<file path="src/rtl/f1_reaction_timer.sv">
// F1 reaction timer: waits a pseudo-random delay after the last start light,
// pulses lights_out, then measures the time in ticks until the driver's trigger.
// Optional feature macro: F1_BEST_TIME_EN (tracks the best valid reaction time).
module f1_reaction_timer #(
  parameter int unsigned MIN_DELAY_MS  = 500,
  parameter int unsigned DELAY_STEP_MS = 20,
  parameter int unsigned MAX_MS        = 9999
) (
  input  logic        clk,
  input  logic        rst,
  input  logic        tick,
  input  logic        cmd_seq,
  input  logic        cmd_delay,
  input  logic        trigger,
  output logic        lights_out,
  output logic        wait_active,
  output logic        measuring,
  output logic [13:0] react_ms,
  output logic        react_valid,
  output logic        false_start,
  output logic        timeout,
  output logic [13:0] best_ms
);

  typedef enum logic [2:0] {
    S_IDLE,
    S_ARMED,
    S_DELAY,
    S_MEASURE,
    S_DONE,
    S_FALSE
  } state_t;

  localparam logic [13:0] MAX14 = 14'(MAX_MS);

  state_t      state, state_n;
  logic        cmd_seq_q;
  logic        seq_rise;
  logic [6:0]  lfsr;
  logic [15:0] delay_cnt, delay_n;
  logic [15:0] delay_load;
  logic [13:0] count, count_n;
  logic [13:0] count_inc;
  logic [13:0] react_n;
  logic        valid_n, false_n, timeout_n, lo_n;

  assign seq_rise   = cmd_seq & ~cmd_seq_q;
  assign delay_load = 16'(MIN_DELAY_MS) + 16'(lfsr) * 16'(DELAY_STEP_MS);
  assign count_inc  = count + 14'd1;

  // State register, edge-detect flop, LFSR and all registered outputs
  always_ff @(posedge clk or posedge rst) begin
    if (rst) begin
      state       <= S_IDLE;
      cmd_seq_q   <= 1'b0;
      lfsr        <= 7'h01;
      delay_cnt   <= '0;
      count       <= '0;
      lights_out  <= 1'b0;
      wait_active <= 1'b0;
      measuring   <= 1'b0;
      react_ms    <= '0;
      react_valid <= 1'b0;
      false_start <= 1'b0;
      timeout     <= 1'b0;
    end else begin
      state       <= state_n;
      cmd_seq_q   <= cmd_seq;
      lfsr        <= {lfsr[5:0], lfsr[6] ^ lfsr[5]};
      delay_cnt   <= delay_n;
      count       <= count_n;
      lights_out  <= lo_n;
      wait_active <= (state_n == S_DELAY);
      measuring   <= (state_n == S_MEASURE);
      react_ms    <= react_n;
      react_valid <= valid_n;
      false_start <= false_n;
      timeout     <= timeout_n;
    end
  end

  // Next-state and next-output logic; trigger outranks tick in every state
  always_comb begin
    state_n   = state;
    delay_n   = delay_cnt;
    count_n   = count;
    react_n   = react_ms;
    valid_n   = react_valid;
    false_n   = false_start;
    timeout_n = timeout;
    lo_n      = 1'b0;
    case (state)
      S_IDLE, S_DONE, S_FALSE: begin
        if (seq_rise) begin
          state_n   = S_ARMED;
          valid_n   = 1'b0;
          false_n   = 1'b0;
          timeout_n = 1'b0;
        end
      end
      S_ARMED: begin
        if (trigger) begin
          state_n = S_FALSE;
          false_n = 1'b1;
          valid_n = 1'b0;
        end else if (cmd_delay) begin
          state_n = S_DELAY;
          delay_n = delay_load;
        end
      end
      S_DELAY: begin
        if (trigger) begin
          state_n = S_FALSE;
          false_n = 1'b1;
          valid_n = 1'b0;
        end else if (tick) begin
          if (delay_cnt <= 16'd1) begin
            state_n = S_MEASURE;
            lo_n    = 1'b1;
            count_n = '0;
            delay_n = '0;
          end else begin
            delay_n = delay_cnt - 16'd1;
          end
        end
      end
      S_MEASURE: begin
        if (trigger) begin
          state_n = S_DONE;
          react_n = count;
          valid_n = 1'b1;
        end else if (tick) begin
          if (count_inc >= MAX14) begin
            state_n   = S_DONE;
            count_n   = MAX14;
            react_n   = MAX14;
            valid_n   = 1'b1;
            timeout_n = 1'b1;
          end else begin
            count_n = count_inc;
          end
        end
      end
      default: state_n = S_IDLE;
    endcase
  end

`ifdef F1_BEST_TIME_EN
  // Best time: only a triggered (non-timeout) DONE entry can improve it
  always_ff @(posedge clk or posedge rst) begin
    if (rst)
      best_ms <= 14'h3FFF;
    else if (state == S_MEASURE && trigger && count < best_ms)
      best_ms <= count;
  end
`else
  assign best_ms = 14'h3FFF;
`endif

endmodule

</file>
<file path="config.mk">
export PLATFORM = sky130hd
export DESIGN_NAME = f1_reaction_timer
export DESIGN_NICKNAME = d
export VERILOG_FILES = /design/src/rtl/f1_reaction_timer.sv
export SDC_FILE = /design/constraint.sdc
export NUM_CORES = 1
export LEC_CHECK = 0
export BUFFER_PORTS_ARGS = -buffer_cell sky130_fd_sc_hd__buf_2
export CORE_MARGIN = 3
export CORE_UTILIZATION = 64
export CTS_CLUSTER_DIAMETER = 60
export DETAILED_ROUTE_END_ITERATION = 12
export GPL_TIMING_DRIVEN = 0
export MAX_ROUTING_LAYER = met4
export PLACE_DENSITY = 0.86
export SLEW_MARGIN = 30
export SYNTH_ARGS = -nofsm -noshare
export SYNTH_HDL_FRONTEND = slang
export SYNTH_SLANG_ARGS = --single-unit
</file>
<file path="constraint.sdc">
create_clock -name clk -period 6.34 [get_ports clk]
set_clock_uncertainty 0.15 [all_clocks]
set_input_delay 0.317 -clock clk [delete_from_list [all_inputs] [get_ports clk]]
set_output_delay 0.317 -clock clk [all_outputs]
set_load 0.01 [all_outputs]
</file>
==> results of run 1 <==
[metal layers]
layer	global-route usage	share of wire
met1	0.3769	0.46
met3	0.04762	0.068
met4	0.1100	0.015
met5	-	0
met2	0.3972	0.45
[report_power, final]
part | switching (mW) | total, mW | internal (mW)
Combinational | 0.212 | 0.356 | 0.144
Clock | 0.159 | 0.431 | 0.272
Sequential | 0.0579 | 0.517 | 0.459
Total | 0.429 | 1.30 | 0.875
[through the flow]
step | std cells | hold WS (ns)
floorplan | 431 | 0.1984
global placement | 528 | 0.2606
detailed placement | 529 | 0.1143
CTS | 547 | 0.2505
global route | 547 | 0.2798
finish | 547 | 0.2667
[state kept, by name, summed over array words and instances (netlist names), 3 cells and up]
name / flops
state: 3
delay_cnt: 16
react_ms: 14
count: 14
lfsr: 7
[worst min-delay path, cell delays in order]
cell and delay (ns):
buf_2 0.14, a311o_1 0.20, nand2_1 0.06
[layout make-up]
class	count	area share
multi-input cells	306	0.4579
inverters	24	0.02127
flip-flops and latches	61	0.3510
repair buffers	28	0.03967
clock inverters	4	0.02185
well taps	72	0.02070
plain buffers	40	0.05433
clock buffers	12	0.03334
[kinds of logic after synthesis]
| family | synth area share |
|---|---|
| xor gates and xnor gates | 0.03233 |
| AOI/OAI and AO/OA | 0.2181 |
| other | 0.0009888 |
| buffers and inverters | 0.08611 |
| adders and majority gates | 0.05477 |
| and+or+nand+nor | 0.2049 |
| DFF | 0.4028 |
[Yosys cell counts, types with 2 or more instances]
master | n | area, µm²
nand3_1 | 14 | 70.07
nand2_1 | 36 | 135.1
nor2b_1 | 10 | 62.56
nor3_1 | 8 | 40.04
or3_1 | 5 | 31.28
o31ai_1 | 4 | 30.03
nor4_1 | 3 | 18.77
dfrtp_1 | 60 | 1501
nor2_1 | 29 | 108.9
a221oi_1 | 2 | 17.52
xnor2_1 | 5 | 43.79
a21oi_1 | 18 | 90.09
or2_2 | 3 | 18.77
o22ai_1 | 4 | 25.02
a22o_1 | 11 | 96.34
clkbuf_1 | 12 | 45.04
a21o_1 | 6 | 45.04
o211ai_1 | 6 | 45.04
ha_1 | 15 | 187.7
and3_1 | 5 | 31.28
nor3b_1 | 3 | 22.52
o21a_1 | 4 | 30.03
nand2b_1 | 4 | 25.02
o21ai_0 | 33 | 165.2
a32oi_1 | 3 | 26.28
and2b_1 | 2 | 15.01
and4_1 | 2 | 17.52
buf_1 | 2 | 7.510
a2111o_1 | 2 | 22.52
o311ai_0 | 7 | 61.31
and2_1 | 3 | 18.77
xor2_1 | 9 | 78.83
nor4_2 | 2 | 25.02
buf_2 | 6 | 30.03
inv_1 | 24 | 90.09
buf_4 | 19 | 142.6
nand4_1 | 7 | 43.79
a22oi_1 | 2 | 15.01
[repair_timing]
item                      in CTS  in global routing
hold buffers                   2                  0
hold endpoints to repair      15                  0
setup buffers                  0                  0
[how the worst max path moves through the flow]
stage | startpoint | endpoint | slack, ns
after detailed placement | delay_cnt[0] | delay_cnt[12] | 3.63
after global routing | count[1] | count[9] | 3.34
after floorplan | lfsr[1] | delay_cnt[10] | 3.90
after global placement | rst | delay_cnt[12] | 3.65
final | lfsr[0] | delay_cnt[10] | 3.57
after CTS | lfsr[0] | delay_cnt[10] | 3.61
==> results.json, run 1 <==
{
  "cts_buffers": 9,
  "start_util": 0.6763,
  "ir_worst_vdd_mv": 0.2504,
  "crit_type": "reg -> reg",
  "synth-main-ff-cell": "dfrtp_1",
  "end_kind": "flop",
  "crit_required_ns": 6.42,
  "wl_per_cell_um": 15.75,
  "path_max_fanout": 5,
  "cellLeakagePower_nw": 2.053,
  "remaining_drc_errors": 0,
  "n_antenna_cell": 0,
  "layout_common_cells": "dfrtp_1 (60), nand2_1 (36), o21ai_0 (33), buf_2 (31), nor2_1 (29)",
  "num_rows": 27,
  "dr.pass1.iters": 5,
  "coreArea_um2": 5608,
  "clock-sinks": 61,
  "rsz0062_at_grt": "false",
  "cts.path.max_buffers": 2,
  "path_buf_inv": 1,
  "overflow": 0,
  "htree_levels": 3,
  "post_drt_via_cell_ratio": 6.049,
  "ff2ff_path_depth": 9,
  "layout.cells.most_common": "dfrtp_1",
  "holdPathStages": 3,
  "whs_endpoint": "state[1]",
  "synth-seq-area-share": 0.4028,
  "hp-start": "trigger",
  "cp_slowest_cell": "dfstp_2",
  "cts_root_buf": "clkbuf_8",
  "regArea_um2": 1528,
  "syn_area_um2": 3792,
  "min_path_type": "in -> reg",
  "relSlewSlack": 0.5528,
  "die_h_um": 82.98,
  "tns_ns": 0,
  "ys_types": 66,
  "multi_input_area_um2": 1993,
  "power.density_nw_per_um2": 299.7,
  "die_area_um2": 6885,
  "cts.clk_slew.worst_paths_ns": 0.07,
  "track_usage": 0.2714,
  "pre_cts_ws_ns": 3.630,
  "dp_hpwl_um": 5932,
  "portBuffers": 25,
  "area_delta_synth_final_pct": 14.78,
  "cts_resized": 0,
  "place_area_um2": 4086,
  "grt_max_degree": 48,
  "ys_seq_elements": 61,
  "reg2reg_to": "delay_cnt[10]",
  "drt-total-wl_um": 8613,
  "clkLatencyLatePin_ns": 0.34,
  "design_area_um2": 4353,
  "period_needed_ns": 2.770,
  "syn_inst": 418,
  "final_util": 0.7762,
  "p_total_mw": 1.305,
  "fmax_ghz": 0.3610,
  "report.final.slew_viol_count": 0,
  "worst_pin_slew_ns": 0.6652,
  "period_share": 0.4369,
  "hold_viol_final": 0,
  "setup_violations": 0,
  "tritoncts": "done",
  "synth_edf_count": 0,
  "cpLargestDelayFamily": "adder cells",
  "finalNetCount": 492,
  "synth_area_per_cell_um2": 9.073,
  "drive_above_1_share": 0.1726,
  "fill_cells": 388,
  "reg2reg_from": "lfsr[0]",
  "status": "completed",
  "vias": 3309,
  "yosys_warnings": 0,
  "ff2ff_setup_slack_ns": 3.57,
  "critPathLaunchType": "flop",
  "grt_pass1_wl_um": 14810,
  "io_pins": 40,
  "synthArstFlopShare": 1.000,
  "crit_chain": "ha_1 -> ha_1 -> inv_1 -> fa_1 -> xor2_1 -> nand3_1 -> o211ai_1 -> xor2_1 -> o311ai_0",
  "drt_iter0_markers": 317,
  "critPathMaxStageDelay_ns": 0.58,
  "antenna_left": 0,
  "dieWidth_um": 82.98,
  "grt_pass1_vias": 3113,
  "worstPathArrival_ns": 2.85,
  "setup_ws_ns": 3.570,
  "critical_path_depth": 9,
  "drv_cap": 0,
  "antenna_found_initial": 0,
  "gp_congestion": 0.8952
}
Power figures use the tool's default switching activity.
==> inputs of run 2 (changes only) <==
CORE_UTILIZATION = 54   (was 64)
PLACE_DENSITY = 0.77   (was 0.86)
clock period = 2.5 ns   (was 6.34 ns; I/O delays follow)
==> results.json, run 2 (synthesized netlist as in run 1, its figures left out) <==
{
  "finalNetCount": 506,
  "overflow": 0,
  "status": "finished with violations",
  "vias": 3393,
  "p_comb_frac": 0.320,
  "period_needed_ns": 2.566,
  "crit_chain": "ha_4 -> ha_4 -> inv_2 -> fa_2 -> nor2b_1 -> o21a_1 -> or3_4 -> o211ai_1 -> xor2_1 -> o311ai_1",
  "p_clk_frac": 0.251,
  "grt_pass1_vias": 3104,
  "cts.path.max_buffers": 2,
  "gp_congestion": 0.9073,
  "num_rows": 29,
  "end_kind": "flop",
  "ir_worst_vdd_mv": 0.4427,
  "drt_iter0_markers": 370,
  "rsz0062_at_grt": "true",
  "worstPathArrival_ns": 2.65,
  "switching_power_mw": 1.103,
  "cp_slowest_cell": "dfrtp_2",
  "period_share": 1.026,
  "report.final.slew_viol_count": 0,
  "critPathMaxStageDelay_ns": 0.45,
  "relSlewSlack": 0.5222,
  "crit_type": "reg -> reg",
  "drive_above_1_share": 0.2916,
  "fmax_ghz": 0.3897,
  "post_drt_via_cell_ratio": 5.850,
  "area_delta_synth_final_pct": 23.75,
  "dp_hpwl_um": 5995,
  "drt-total-wl_um": 9310,
  "path_max_fanout": 3,
  "drv_cap": 0,
  "fin_hold_ws_ns": 0.09236,
  "violations": "negative setup slack",
  "largest_reg_flops": 16,
  "critPathLaunchType": "flop",
  "crit_required_ns": 2.59,
  "switching_share": 0.3574,
  "start_util": 0.5774,
  "n_antenna_cell": 0,
  "coreArea_um2": 6568,
  "setup_ws_ns": -0.06597,
  "cts_buffers": 9,
  "portBuffers": 25,
  "grt_max_degree": 49,
  "grt_pass1_wl_um": 15200,
  "p_int_mw": 1.983,
  "track_usage": 0.2342,
  "cts_root_buf": "clkbuf_8",
  "power.density_nw_per_um2": 657.6,
  "clkLatencyLatePin_ns": 0.34,
  "worst_pin_slew_ns": 0.7112,
  "dr.pass1.iters": 5,
  "p_total_mw": 3.086,
  "setup_violations": 1,
  "layout.cells.most_common": "dfrtp_1",
  "cts.clk_slew.worst_paths_ns": 0.07,
  "min_path_type": "in -> reg",
  "tritoncts": "done",
  "die_area_um2": 8064,
  "cpMostUsedCell": "ha_4",
  "dieWidth_um": 89.80,
  "seqPwrFrac": 0.429,
  "io_pins": 40,
  "antenna_found_initial": 0,
  "cellLeakagePower_nw": 2.154,
  "top_register": "delay_cnt",
  "remaining_drc_errors": 0,
  "hold_viol_final": 0,
  "clock-sinks": 61,
  "antenna_left": 0,
  "layout_common_cells": "dfrtp_1 (56), buf_4 (33), buf_2 (29), nand2_1 (29), nor2_1 (29)",
  "htree_levels": 3,
  "fill_cells": 494,
  "top_regs": "delay_cnt: 16 flops, count: 14 flops, react_ms: 14 flops",
  "wl_per_cell_um": 16.05,
  "die_h_um": 89.80
}
run 2: cell count changes in the layout (fill, tap and decap cells not counted), moves of 6 or more:
cell      before  now
o21ai_2        0    7
buf_4         19   33
o311ai_0       7    0
o311ai_1       1    7
nand2_1       36   29
clkbuf_1      14    7
o21ai_0       33   21
ha_1          15    9
nand2_2        0    6
run 2: repair_timing:
item,in CTS,in global routing
endpoints found under the hold margin,62,0
pin swaps,12,25
setup endpoints to repair,38,46
buffers inserted,10,7
resized for setup,26,58
gates cloned,1,0
hold buffers,2,0
run 2: cell type report:
class	instances	area (µm²)	share of cell area
tap	93	116.4	0.02479
clock buffer	12	155.1	0.03306
sequential	61	1533	0.3266
timing repair buffer	46	311.5	0.06638
buffer	36	241.5	0.05145
multi-input combinational	306	2233	0.4759
clock inverter	2	10.01	0.002133
inverter	24	92.59	0.01973
run 2: metal layers:
metal  GRT usage  wire length, µm  part of all wire
met1      0.3268             4364              0.47
met5           -                0                 0
met4     0.09068              191             0.021
met3     0.03339              514             0.055
met2      0.3484             4240              0.46
run 2: path summary, 6_finish.rpt:
kind / depth (start not counted) / endpoint / from / slack [ns]
min in group asynchronous: 3 / lfsr[5] / rst / 0.10
hold / removal: 3 / state[1] / trigger / 0.09
setup reg to reg: 10 / delay_cnt[10] / lfsr[3] / -0.07
setup / recovery: 10 / delay_cnt[10] / lfsr[3] / -0.07
max in group asynchronous: 4 / delay_cnt[11] / rst / 1.60
hold reg to reg: 0 / lfsr[3] / lfsr[2] / 0.28
run 2: stage by stage:
step | util | cells | cell area, µm² | setup slack [ns] | setup TNS, ns
global route | 0.7146 | 580 | 4693 | -0.1544 | -0.4561
global placement | 0.6216 | 549 | 4083 | -0.1926 | -6.802
CTS | 0.6818 | 575 | 4478 | -0.01452 | -0.02024
finish | 0.7146 | 580 | 4693 | -0.06597 | -0.06597
floorplan | - | 431 | 3841 | 0.05785 | 0
detailed placement | 0.6262 | 550 | 4113 | -0.2179 | -4.307
run 2: power by group through the flow:
stage	registers (mW)	clock network, mW	logic, mW
floorplan	1.34	0	0.605
detailed placement	1.32	0	0.887
CTS	1.31	0.780	0.917
global route	1.35	0.834	1.09
global placement	1.32	0	0.847
finish	1.32	0.773	0.989
run 2: worst max-delay path: cells and delay by family, from the launching register on:
| family | cells | cell delay [ns] |
|---|---|---|
| compound gates | 3 | 0.56 |
| xor+xnor | 1 | 0.19 |
| fa+ha+maj | 3 | 0.79 |
| buf+inv | 1 | 0.03 |
| flops | 1 | 0.45 |
| simple gates | 2 | 0.29 |
==> inputs of run 3 (changes only) <==
==> constraint.sdc (replaced) <==
create_clock -name clk -period 2.5 [get_ports clk]
set_clock_uncertainty 0.15 [all_clocks]
set_input_delay 0.75 -clock clk [delete_from_list [all_inputs] [get_ports clk]]
set_output_delay 0.75 -clock clk [all_outputs]
set_load 0.01 [all_outputs]
==> results.json, run 3 (synthesized netlist as in run 1, its figures left out) <==
{
  "rsz0062_at_grt": "true",
  "portBuffers": 25,
  "worstPathArrival_ns": 2.66,
  "drv_cap": 0,
  "top_regs": "delay_cnt: 16 flops, count: 14 flops, react_ms: 14 flops",
  "pre_cts_ws_ns": -0.2179,
  "design_area_um2": 4673,
  "drt_iter0_markers": 358,
  "setup_violations": 1,
  "period_share": 1.028,
  "grt_pass1_vias": 3098,
  "area_delta_synth_final_pct": 23.23,
  "dr.pass1.iters": 5,
  "cts.clk_slew.worst_paths_ns": 0.07,
  "regArea_um2": 1533,
  "vias": 3398,
  "cp_slowest_cell": "dfrtp_2",
  "io_pins": 40,
  "tritoncts": "done",
  "crit_type": "reg -> reg",
  "tns_ns": -0.07081,
  "finalNetCount": 504,
  "worst_pin_slew_ns": 0.6974,
  "dieWidth_um": 89.80,
  "top_register": "delay_cnt",
  "die_area_um2": 8064,
  "crit_required_ns": 2.59,
  "power.density_nw_per_um2": 659.3,
  "clkLatencyLatePin_ns": 0.34,
  "critPathMaxStageDelay_ns": 0.45,
  "drt-total-wl_um": 9246,
  "largest_reg_flops": 16,
  "crit_chain": "ha_4 -> ha_4 -> inv_2 -> fa_2 -> nor2b_1 -> o21a_1 -> or3_4 -> o211ai_1 -> xor2_1 -> o311ai_1",
  "grt_pass1_wl_um": 15170,
  "clock-sinks": 61,
  "cts_root_buf": "clkbuf_8",
  "end_kind": "flop",
  "ir_worst_vdd_mv": 0.4417,
  "remaining_drc_errors": 0,
  "antenna_found_initial": 0,
  "wl_per_cell_um": 16.00,
  "htree_levels": 3,
  "reg2reg_to": "delay_cnt[10]",
  "gp_congestion": 0.9073,
  "ff2ff_setup_slack_ns": -0.07,
  "fmax_ghz": 0.3890,
  "critPathLaunchType": "flop",
  "place_area_um2": 4113,
  "cts_buffers": 9,
  "grt_max_degree": 49,
  "final_util": 0.7116,
  "min_path_type": "in -> async",
  "n_antenna_cell": 0,
  "drive_above_1_share": 0.2928,
  "status": "finished with violations",
  "coreArea_um2": 6568,
  "ff2ff_path_depth": 10,
  "dp_hpwl_um": 5995,
  "num_rows": 29,
  "hold_viol_final": 0,
  "reg2reg_from": "lfsr[3]",
  "relSlewSlack": 0.5315,
  "met1Wirelength_um": 4307,
  "path_max_fanout": 3,
  "met3_wirelength_um": 538,
  "die_h_um": 89.80,
  "route.met2.wl_um": 4217,
  "setup_ws_ns": -0.07081,
  "overflow": 0,
  "violations": "negative setup slack",
  "post_drt_via_cell_ratio": 5.879,
  "antenna_left": 0,
  "routed.top_layer": "met4",
  "layout_common_cells": "dfrtp_1 (56), buf_4 (33), buf_2 (29), nand2_1 (29), nor2_1 (29)",
  "layout.cells.most_common": "dfrtp_1",
  "period_needed_ns": 2.571,
  "track_usage": 0.2338,
  "fin_hold_ws_ns": 0.1791,
  "start_util": 0.5774,
  "cellLeakagePower_nw": 2.146,
  "multi_input_area_um2": 2233,
  "report.final.slew_viol_count": 0,
  "cpMostUsedCell": "ha_4",
  "fill_cells": 497,
  "cts.path.max_buffers": 2
}
==> run 3: cell type report <==
cell class / count / area share
repair buffers: 44 / 0.06238
inverters: 24 / 0.01981
clock buffers: 12 / 0.03320
multi-input cells: 306 / 0.4779
flip-flops and latches: 61 / 0.3280
plain buffers: 36 / 0.05167
clock inverters: 2 / 0.002142
well taps: 93 / 0.02490
==> run 3: worst max-delay path, delay by kind of cell, from the launching register on <==
kind                       cells  cell delay (ns)
adders and majority gates      3             0.79
AOI/OAI and AO/OA              3             0.57
DFF                            1             0.45
and+or+nand+nor                2             0.29
xor gates and xnor gates       1             0.19
buffers and inverters          1             0.03
==> run 3: repair_timing <==
item	4_1_cts	5_1_grt
pin swaps	12	25
gates cloned	1	0
hold buffers	0	0
buffers inserted	10	7
resized for setup	26	58
endpoints found under the setup margin	38	46
==> run 3: worst max-delay path by stage <==
| stage | startpoint | end | slack, ns | depth (start not counted) |
|---|---|---|---|---|
| final | lfsr[3] | delay_cnt[10] | -0.07 | 10 |
| after global routing | lfsr[3] | delay_cnt[10] | -0.15 | 10 |
| after CTS | lfsr[3] | delay_cnt[11] | -0.01 | 10 |
| after detailed placement | count[1] | count[3] | -0.22 | 7 |
| after global placement | rst | delay_cnt[15] | -0.68 | 2 |
| after floorplan | lfsr[1] | delay_cnt[10] | 0.06 | 10 |
==> run 3: layer usage <==
metal,up-vias,global-route usage
met4,0,0.09068
met2,135,0.3477
li1,1613,-
met1,1633,0.3263
met3,17,0.03339
met5,-,-
==> run 3: power breakdown <==
part           internal [mW]  switching [mW]
Combinational          0.414           0.569
Clock                  0.400           0.372
Sequential              1.17           0.159
Total                   1.98            1.10
==> run 3: metrics by stage <==
stage	total power, mW	cells
after detailed placement	2.206	550
after global routing	3.277	578
final	3.081	578
after global placement	2.165	549
after floorplan	1.943	431
after CTS	3.001	573
